[config.mk]
export PLATFORM = sky130hd
export DESIGN_NAME = alu_arbiter
export DESIGN_NICKNAME = d
export VERILOG_FILES = /design/src/rtl/alu_arbiter.sv
export SDC_FILE = /design/constraint.sdc
export NUM_CORES = 1
export LEC_CHECK = 0
export ABC_AREA = 1
export CELL_PAD_IN_SITES_DETAIL_PLACEMENT = 1
export CELL_PAD_IN_SITES_GLOBAL_PLACEMENT = 2
export CORE_UTILIZATION = 19
export DETAILED_ROUTE_END_ITERATION = 8
export GPL_TIMING_DRIVEN = 0
export PLACE_DENSITY = 0.88
export SETUP_SLACK_MARGIN = 0.2
export SLEW_MARGIN = 30
export SYNTH_ARGS = -nofsm -noshare
export SYNTH_HDL_FRONTEND = slang
export SYNTH_SLANG_ARGS = --single-unit
[constraint.sdc]
create_clock -name clk -period 3.6 [get_ports clk]
set_input_delay 0.72 -clock clk [delete_from_list [all_inputs] [get_ports clk]]
set_output_delay 0.72 -clock clk [all_outputs]
set_load 0.01 [all_outputs]
[src/rtl/alu_arbiter.sv]
// Two-requester arbiter in front of one shared combinational ALU.
// Ops are latched on accept; the result returns with a valid/ready handshake.
`ifndef DATA_WIDTH
`define DATA_WIDTH 32
`endif
`ifndef ALU_ADD
`define ALU_ADD     4'h0
`define ALU_SUB     4'h1
`define ALU_AND     4'h2
`define ALU_OR      4'h3
`define ALU_XOR     4'h4
`define ALU_SLL     4'h5
`define ALU_SRL     4'h6
`define ALU_SRA     4'h7
`define ALU_SLT     4'h8
`define ALU_SLTU    4'h9
`define ALU_NOP     4'hE
`define ALU_INVALID 4'hF
`endif

module alu_arbiter #(
  parameter int DATA_WIDTH = `DATA_WIDTH
) (
  input  logic                  clk,
  input  logic                  rst_n,
  input  logic                  req0_valid,
  output logic                  req0_ready,
  input  logic [DATA_WIDTH-1:0] req0_a,
  input  logic [DATA_WIDTH-1:0] req0_b,
  input  logic [3:0]            req0_sel,
  input  logic                  req1_valid,
  output logic                  req1_ready,
  input  logic [DATA_WIDTH-1:0] req1_a,
  input  logic [DATA_WIDTH-1:0] req1_b,
  input  logic [3:0]            req1_sel,
  output logic [DATA_WIDTH-1:0] alu_a,
  output logic [DATA_WIDTH-1:0] alu_b,
  output logic [3:0]            alu_sel,
  input  logic [DATA_WIDTH-1:0] alu_result,
  output logic                  rsp_valid,
  input  logic                  rsp_ready,
  output logic [DATA_WIDTH-1:0] rsp_data,
  output logic                  rsp_id,
  output logic                  rsp_err
);

  typedef enum logic [1:0] {
    IDLE,
    EXEC,
    RESP
  } state_t;

  state_t                state;
  state_t                state_nxt;
  state_t                st_eff;
  logic                  prio;
  logic                  prio_eff;
  logic [DATA_WIDTH-1:0] op_a;
  logic [DATA_WIDTH-1:0] op_b;
  logic [3:0]            op_sel;
  logic                  op_id;
  logic                  accept_en;
  logic                  gnt0;
  logic                  gnt1;
  logic                  accept;
  logic                  sel_ok;

  // While reset is held the handshake behaves as if already in IDLE
  assign st_eff    = rst_n ? state : IDLE;
  assign prio_eff  = rst_n & prio;

  assign accept_en = (st_eff == IDLE) |
                     ((st_eff == RESP) & rsp_ready);

  assign gnt1 = req1_valid & (~req0_valid | prio_eff);
  assign gnt0 = req0_valid & ~gnt1;

  assign req0_ready = accept_en & gnt0;
  assign req1_ready = accept_en & gnt1;
  assign accept     = req0_ready | req1_ready;

  assign alu_a     = op_a;
  assign alu_b     = op_b;
  assign alu_sel   = op_sel;
  assign rsp_valid = (state == RESP);

  always_comb begin
    sel_ok = 1'b0;
    case (op_sel)
      `ALU_ADD, `ALU_SUB, `ALU_AND,
      `ALU_OR, `ALU_XOR, `ALU_SLL,
      `ALU_SRL, `ALU_SRA, `ALU_SLT,
      `ALU_SLTU, `ALU_NOP: sel_ok = 1'b1;
      default:             sel_ok = 1'b0;
    endcase
  end

  always_comb begin
    state_nxt = state;
    unique case (state)
      IDLE: if (accept) state_nxt = EXEC;
      EXEC: state_nxt = RESP;
      RESP: begin
        if (rsp_ready)
          state_nxt = accept ? EXEC : IDLE;
      end
      default: state_nxt = IDLE;
    endcase
  end

  always_ff @(posedge clk) begin
    if (!rst_n) begin
      state    <= IDLE;
      prio     <= 1'b0;
      op_a     <= '0;
      op_b     <= '0;
      op_sel   <= `ALU_NOP;
      op_id    <= 1'b0;
      rsp_data <= '0;
      rsp_id   <= 1'b0;
      rsp_err  <= 1'b0;
    end else begin
      state <= state_nxt;
      if (accept) begin
        op_a   <= req1_ready ? req1_a : req0_a;
        op_b   <= req1_ready ? req1_b : req0_b;
        op_sel <= req1_ready ? req1_sel : req0_sel;
        op_id  <= req1_ready;
        prio   <= ~req1_ready;
      end
      if (state == EXEC) begin
        rsp_data <= alu_result;
        rsp_id   <= op_id;
        rsp_err  <= ~sel_ok;
      end
    end
  end

endmodule

---- Word-level counts from Yosys, hierarchy flattened ----
Memories as Yosys holds them, arrays and structs flattened. A register that Yosys moved wholly into a read port is not among the register bits.
Cells that the tools add are included.
cells by class
  add/subtract/negate cells ............... 0
  reduce and logical (&&, ||, !) cells .... 3
  equal/unequal tests ..................... 5
  magnitude comparators ................... 0
  muxes and demuxes ....................... 10
  multipliers ............................. 0
  bitwise gates (word level) .............. 13
  shift-type cells ........................ 0
  div/mod/pow operators ................... 0
operator list
  operator            count
  $mux 32             2
  $mux 4              3
  $and 1x1->1         6
  $mux 2              3
  $pmux 2 s3          1
  $eq 2x2->1 const B  2
  $logic_not 2->1     2
  $not 1->1           4
  $or 1x1->1          3
  $eq 2x1->1 const B  1
  $ne 2x1->1 const B  1
  $ne 2x2->1 const B  1
  $reduce_and 2->1    1
  $mux 1              1
word-level totals
  logic and storage cells ................. 41
  register bits after elaboration ......... 106
  output and inout bits ................... 105
  bits in writable memories ............... 0
  bits in read-only memories .............. 16
  bits in latches ......................... 0
  memories ................................ 1
  input port bits ......................... 173
memory list
  memory            words  bits a word  rd ports  clocked after Yosys merged registers in  write ports  line  source
  (name not given)  16     1            1         1                                        0            89    case (op_sel)

---- Longest topological paths before layout ----
Gate-level depths: netlist of run 1.
  word-level depth ........................ 10
  gate-level depth with buffers ........... 11
  gate-level depth less buffers ........... 11

---- Worst setup path before layout of run 1 ----
Ideal clock, no wire load.
  path type ............................... in2out
  start point ............................. input port rst_n
  end point ............................... output port req1_ready
  cell stages on the path ................. 6
  buffers on the path ..................... 2
  setup slack ............................. 1483 ps
  data required time ...................... 2880 ps
  arrival ................................. 1397 ps
  cells stage by stage .................... nand2_1 > nand2_1 > nand2_2 > nor2_2 > buf_4 > buf_4
on the way
  word-level cells in the longest chain between the ends .. 5
  elaborated cells on any way between the ends .. 9
  those cells by class .................... eq/ne (1); mux (1); bitwise (6); reduce/logical (1)
RTL lines
  what             line  source
  from (decl)      25    input logic rst_n,
  $mux 2           69    assign st_eff = rst_n ? state : IDLE;
  $eq 2x2->1       73    ((st_eff == RESP) & rsp_ready);
  $and 1x1->1      73
  $or 1x1->1       72    assign accept_en = (st_eff == IDLE) |
  $and 1x1->1 (*)  79    assign req1_ready = accept_en & gnt1;
  to (decl)        32    output logic req1_ready,
Every way passes the cells marked *; elsewhere a longest branch is shown, timed or not.

---- Final worst setup path of run 1 ----
Ends and elaborated chain as after synthesis.

==> out/qor.txt, run 1 <==
status -> complete, no violations
GRT met1 Usage -> 19.11%
Syn-to-layout area delta -> 79.01%
Max VDD drop -> 0.1977 mV
Synth area leader -> dfxtp_1
EDFF count, synth -> 0
CTS tree -> built
final WL -> 18.98 mm
Leakage -> 3.131 nW
dominant cells by area after synthesis -> dfxtp_1 49%, nand2_1 17%, nor2_1 7.8%
commonest non-fill, non-tap cells in the layout -> 277 x clkdlybuf4s50_1, 199 x nand2_1, 107 x dfxtp_1
Fin Clk Skew -> 0.01079 ns
fmax -> 302.8 MHz
Setup-failing EPs final -> 0
GR Util All Layers -> 16.27%
CTS buffer count -> 9
post-detail-place hpwl -> 14.47 mm
busiest layer in global routing -> met2
RSZ-0062 raised after global routing -> yes
final hold viol count -> 0
clock buffer depth -> 2
Crit path max-delay family -> buffers and inverters
Startpoint Class -> primary input
max-slew violation count -> 0
layout cells sized above 1 -> 5.333%
slowest stage cell on the critical path -> clkdlybuf4s50_1
Tcrit/Tclk final -> 91.74%
FP Rows -> 55
Reg-to-Reg Start -> state[1]
core area -> 0.02257 mm²
final core occ -> 34.61%
met3 Usage GRT -> 6.088%
Max stage delay on crit path -> 0.55 ns
Crit path buffers/inverters -> 4
R2R Setup Slk -> 1.71 ns
Antenna Cells -> 0
pwr dens -> 397.5 mW/mm²
syn nets -> 778
worst path required time -> 2.88 ns
DIE WIDTH -> 153.6 µm
overall power -> 3.106 mW
Via density -> 4.294
Remaining Overflow, GRT -> 0
minimum clock period after layout -> 3.303 ns
Routed WL per cell -> 16.01 µm
Worst R2R End -> alu_b[2]
Post-Syn Area -> 0.004364 mm²
Top-Level Pins -> 278
register area share after synthesis -> 49.08%
hold path endpoint -> rsp_err
DIE AREA -> 0.02358 mm²
Sinks on Clock Net -> 107
most common cell after layout, fill and taps aside -> clkdlybuf4s50_1
Worst Hold Depth -> 1
initial antenna violation count -> 1
Post-DRT Antenna Nets -> 0
CTS Hold Bufs -> 0
largest net degree at the start of global routing -> 18
1st-pass router iterations -> 4
gpl congestion -> 0.7582
count of cell types in the netlist -> 25
YS warnings -> 0
# nets final -> 1,068
Worst R2R Path Depth -> 7
first-pass GRT wire length -> 29.77 mm
register area -> 0.002142 mm²
DR iter-0 viols -> 173
vias in the first global route -> 5,312
DRC errors left -> 0
Post-Synthesis Cells -> 605
MaxCap Viol Count -> 0
Worst-path clk slew -> 0.08 ns
fill cell count -> 2,763
DIE HEIGHT -> 153.6 µm
H-Tree Depth -> 3
Initial Util -> 19.33%
flops & latches, synth -> 107
Post-synth top flop -> dfxtp_1
met2 track utilization from global routing -> 28.29%
area of the multi-input gates -> 0.001887 mm²
Crit Path Max Fanout -> 10
CP Capture Type -> output port
CP Cell Sequence -> clkdlybuf4s50_1, nand2_1, nand2_1, nand2_2, nor2_4, buf_12, buf_4, clkdlybuf4s50_1
I/O Buffers -> 277
Tightest Pin Transition -> 0.7645 ns
Avg Synthesized Cell Area -> 7.214 µm²
ys async rst share -> 0%
Yosys top cell area share -> 49.08%
Max transition margin -> 49.03%
DR vias -> 5,088
Crit path arrival time -> 2.58 ns
min-delay src -> sel_ok
critical path type -> primary input to output port
Root Driver -> clkbuf_16
clk_lat worst skew -> 0.35 ns
Hold/Removal Path Class -> flip-flop to flip-flop
area by class of cell:
| type | count | area share (%) |
|---|---|---|
| Clock inverter | 5 | 0.4965 |
| Timing Repair Buffer | 279 | 35.68 |
| Sequential cell | 107 | 27.42 |
| Multi-Input combinational cell | 421 | 24.15 |
| Inverter | 39 | 1.906 |
| Tap cell | 285 | 4.564 |
| Clock buffer | 11 | 3.107 |
| Buffer | 38 | 2.675 |
worst max path at each step:
stage | from | end | slack [ns] | depth (start not counted)
6_report | rst_n | req1_ready | 0.30 | 8
5_1_grt | rst_n | req1_ready | 0.17 | 8
4_1_cts | rst_n | req1_ready | 0.16 | 8
3_5_place_dp | rst_n | req1_ready | -0.01 | 8
3_3_place_gp | rst_n | req1_ready | 0.02 | 8
2_1_floorplan | rst_n | req1_ready | 1.48 | 6
synth_stat cells, types with 2 or more instances:
| master | n |
|---|---|
| a21oi_1 | 13 |
| a31o_1 | 13 |
| a31o_2 | 3 |
| a31oi_1 | 36 |
| buf_2 | 9 |
| buf_4 | 6 |
| buf_6 | 2 |
| clkbuf_1 | 20 |
| dfxtp_1 | 107 |
| inv_1 | 36 |
| inv_2 | 2 |
| nand2_1 | 199 |
| nand2_2 | 3 |
| nand3_1 | 15 |
| nor2_1 | 91 |
| o21ai_0 | 34 |
| o21ai_1 | 8 |
state kept, by name, summed over array words and instances, names as in the netlist:
name	flops
alu_a	32
alu_b	32
alu_sel	4
op_id	1
prio	1
rsp_data	32
rsp_err	1
rsp_id	1
sel_ok	1
state	2
where the power goes:
| group | internal (mW) | switching, mW | total [mW] |
|---|---|---|---|
| sequential | 1.29 | 0.0539 | 1.34 |
| combinational | 0.437 | 0.353 | 0.790 |
| clock | 0.493 | 0.482 | 0.975 |
routing by layer:
layer,vias to the layer above,wire [µm]
met5,-,13
met2,190,9045
met1,2368,8062
li1,2512,-
met3,16,1694
met4,2,158
through the flow:
step	hold slack [ns]	TNS (ns)	setup slack [ns]	instances	instance area [µm²]
3_5_place_dp	0.4583	-0.01094	-0.01094	1167	7493
2_1_floorplan	0.3828	0	1.483	605	4364
5_1_grt	0.4789	0	0.1719	1185	7812
4_1_cts	0.4688	0	0.1623	1183	7797
3_3_place_gp	0.4522	0	0.02370	1167	7493
6_report	0.4591	0	0.2974	1185	7812
cells by family after synthesis:
kind of cell           Yosys count  share of synthesized area (%)
DFF                            107                          49.08
and+or+nand+nor                310                          27.49
buffers and inverters           77                          7.798
AOI/OAI and AO/OA              111                          15.63
repair_timing:
item | 4_1_cts | 5_1_grt
setup endpoints to repair | 2 | 2
gates resized for setup | 6 | 0
setup buffers | 0 | 2
endpoints found under the hold margin | 0 | 0
pin swaps | 0 | 2
No activity file was read; power rests on OpenSTA's default activity.
==> run 2, diff against run 1 <==
--- a/config.mk
+++ b/config.mk
@@ -7,10 +7,8 @@
 export LEC_CHECK = 0
 export ABC_AREA = 1
-export CELL_PAD_IN_SITES_DETAIL_PLACEMENT = 1
-export CELL_PAD_IN_SITES_GLOBAL_PLACEMENT = 2
-export CORE_UTILIZATION = 19
+export CORE_UTILIZATION = 37
 export DETAILED_ROUTE_END_ITERATION = 8
 export GPL_TIMING_DRIVEN = 0
-export PLACE_DENSITY = 0.88
+export PLACE_DENSITY = 0.85
 export SETUP_SLACK_MARGIN = 0.2
 export SLEW_MARGIN = 30
==> constraint.sdc (replaced) <==
create_clock -name clk -period 3.3 [get_ports clk]
set_input_delay 0.33 -clock clk [delete_from_list [all_inputs] [get_ports clk]]
set_output_delay 0.33 -clock clk [all_outputs]
set_load 0.01 [all_outputs]
==> out/qor.txt, run 2 (same netlist as run 1, synthesis figures left out) <==
Max transition margin -> 58.91% (was 49.03%)
most common cell after layout, fill and taps aside -> clkdlybuf4s50_1 (unchanged)
Crit path arrival time -> 2.31 ns (was 2.58 ns)
Post-DRT Antenna Nets -> 0 (unchanged)
Remaining Overflow, GRT -> 0 (unchanged)
DIE WIDTH -> 110.6 µm (was 153.6 µm)
GR Util All Layers -> 25.73% (was 16.27%)
placed cell areas -> 0.007316 mm² (was 0.007493 mm²)
minimum clock period after layout -> 2.637 ns
DR vias -> 4,991 (was 5,088)
MaxCap Viol Count -> 0 (unchanged)
status -> complete, no violations (unchanged)
1st-pass router iterations -> 5 (was 4)
final hold viol count -> 0 (unchanged)
pwr dens -> 431.2 mW/mm² (was 397.5 mW/mm²)
cts repair resizes -> 0 (was 6)
gpl congestion -> 0.8510 (was 0.7582)
clk_lat worst skew -> 0.35 ns (about the same)
Antenna Cells -> 0 (unchanged)
Hold/Removal Path Class -> flip-flop to flip-flop (unchanged)
core area -> 0.01147 mm² (was 0.02257 mm²)
Root Driver -> clkbuf_16 (unchanged)
Startpoint Class -> primary input (unchanged)
final WL -> 15.61 mm (was 18.98 mm)
Syn-to-layout area delta -> 73.37% (was 79.01%)
Top-Level Pins -> 278 (unchanged)
Crit Path Max Fanout -> 10 (unchanged)
setup TNS -> 0 ns (unchanged)
initial antenna violation count -> 0 (was 1)
Max VDD drop -> 0.4491 mV (was 0.1977 mV)
H-Tree Depth -> 3 (unchanged)
DIE AREA -> 0.01223 mm² (was 0.02358 mm²)
DRC errors left -> 0 (unchanged)
Initial Util -> 38.06% (was 19.33%)
largest net degree at the start of global routing -> 16 (was 18)
Leakage -> 3.101 nW (was 3.131 nW)
CTS buffer count -> 9 (unchanged)
CTS Hold Bufs -> 0 (unchanged)
fmax -> 379.1 MHz
CP Cell Sequence -> clkdlybuf4s50_1, nand2_1, nand2_1, nand2_2, nor2_2, buf_4, buf_4, clkdlybuf4s50_1 (was clkdlybuf4s50_1, nand2_1, nand2_1, nand2_2, nor2_4, buf_12, buf_4, clkdlybuf4s50_1)
post-detail-place hpwl -> 11.98 mm (was 14.47 mm)
max-slew violation count -> 0 (unchanged)
Routed WL per cell -> 15.02 µm (was 16.01 µm)
layout cells sized above 1 -> 4.799% (was 5.333%)
Tightest Pin Transition -> 0.6163 ns (was 0.7645 ns)
worst path required time -> 2.97 ns (was 2.88 ns)
Setup-failing EPs final -> 0 (unchanged)
first-pass GRT wire length -> 24.94 mm (was 29.77 mm)
commonest non-fill, non-tap cells in the layout -> 277 x clkdlybuf4s50_1, 199 x nand2_1, 107 x dfxtp_1 (unchanged)
I/O Buffers -> 277 (unchanged)
DR iter-0 viols -> 254 (was 173)
post-CTS setup buffers -> 0 (unchanged)
slowest stage cell on the critical path -> clkdlybuf4s50_1 (unchanged)
Sinks on Clock Net -> 107 (unchanged)
fin area -> 0.007566 mm² (was 0.007812 mm²)
DIE HEIGHT -> 110.6 µm (was 153.6 µm)
Max stage delay on crit path -> 0.55 ns (about the same)
FP Rows -> 39 (was 55)
clock buffer depth -> 2 (unchanged)
Fin Clk Skew -> 0.004264 ns (was 0.01079 ns)
Worst-path clk slew -> 0.07 ns (was 0.08 ns)
# nets final -> 1,066 (was 1,068)
critical path type -> primary input to output port (unchanged)
CTS tree -> built (unchanged)
Via density -> 4.804 (was 4.294)
RSZ-0062 raised after global routing -> no (was yes)
Tcrit/Tclk final -> 79.92%
CP Capture Type -> output port (unchanged)
vias in the first global route -> 5,025 (was 5,312)
==> run 2: cell count changes in the layout (fill, tap and decap cells not counted) <==
| cell | change |
|---|---|
| buf_2 | +2 |
| buf_12 | -1 |
| buf_4 | -3 |
| clkinv_4 | -3 |
| clkinv_2 | +1 |
| nor2_4 | -1 |
| clkbuf_1 | +1 |
| nor2_2 | +1 |
| clkbuf_8 | -1 |
==> run 2: per-layer routing <==
layer | global-route usage, % | share of wire, % | wire length [µm] | vias up
met5 | 0 | 0 | 0 | -
met4 | 8.444 | 2.3 | 362 | 0
met3 | 10.81 | 9.6 | 1491 | 26
met2 | 46.21 | 49 | 7709 | 219
met1 | 26.87 | 39 | 6047 | 2240
li1 | - | - | - | 2506
==> run 2: worst paths after layout <==
kind | cells after the start | endpoint | slack, ns | startpoint
worst min register to register | 1 | rsp_err | 0.42 | sel_ok
worst max register to register | 6 | rsp_data[8] | 1.45 | state[0]
worst min-delay path | 1 | rsp_err | 0.42 | sel_ok
worst max-delay path | 8 | req1_ready | 0.66 | rst_n
==> run 2: critical path: cells and delay by family <==
kind          cells  cell delay (ns)
simple gates      4             0.47
buf+inv           4             1.50
==> run 2: report_power, final <==
group	switching [mW]	internal (mW)
Clock	0.464	0.502
Combinational	0.365	0.470
Sequential	0.0575	1.40
==> run 2: cell type report <==
class	count	area, µm²
timing repair buffer	277	2773
tap	143	178.9
multi-input combinational	421	1882
clock buffer	11	232.7
buffer	38	191.4
inverter	39	148.9
clock inverter	3	17.52
fill	991	3901
sequential	107	2142
==> run 2: metrics by stage <==
stage | hold WS (ns) | setup WS [ns] | util (%) | instances | power (mW)
floorplan | 0.3828 | 1.961 | - | 605 | 1.810
global placement | 0.4071 | 0.6438 | 63.80 | 1025 | 2.313
detailed placement | 0.4104 | 0.6359 | 63.80 | 1025 | 2.325
CTS | 0.4254 | 0.6355 | 65.98 | 1039 | 3.291
global route | 0.4428 | 0.5864 | 65.98 | 1039 | 3.418
finish | 0.4168 | 0.6625 | 65.98 | 1039 | 3.262
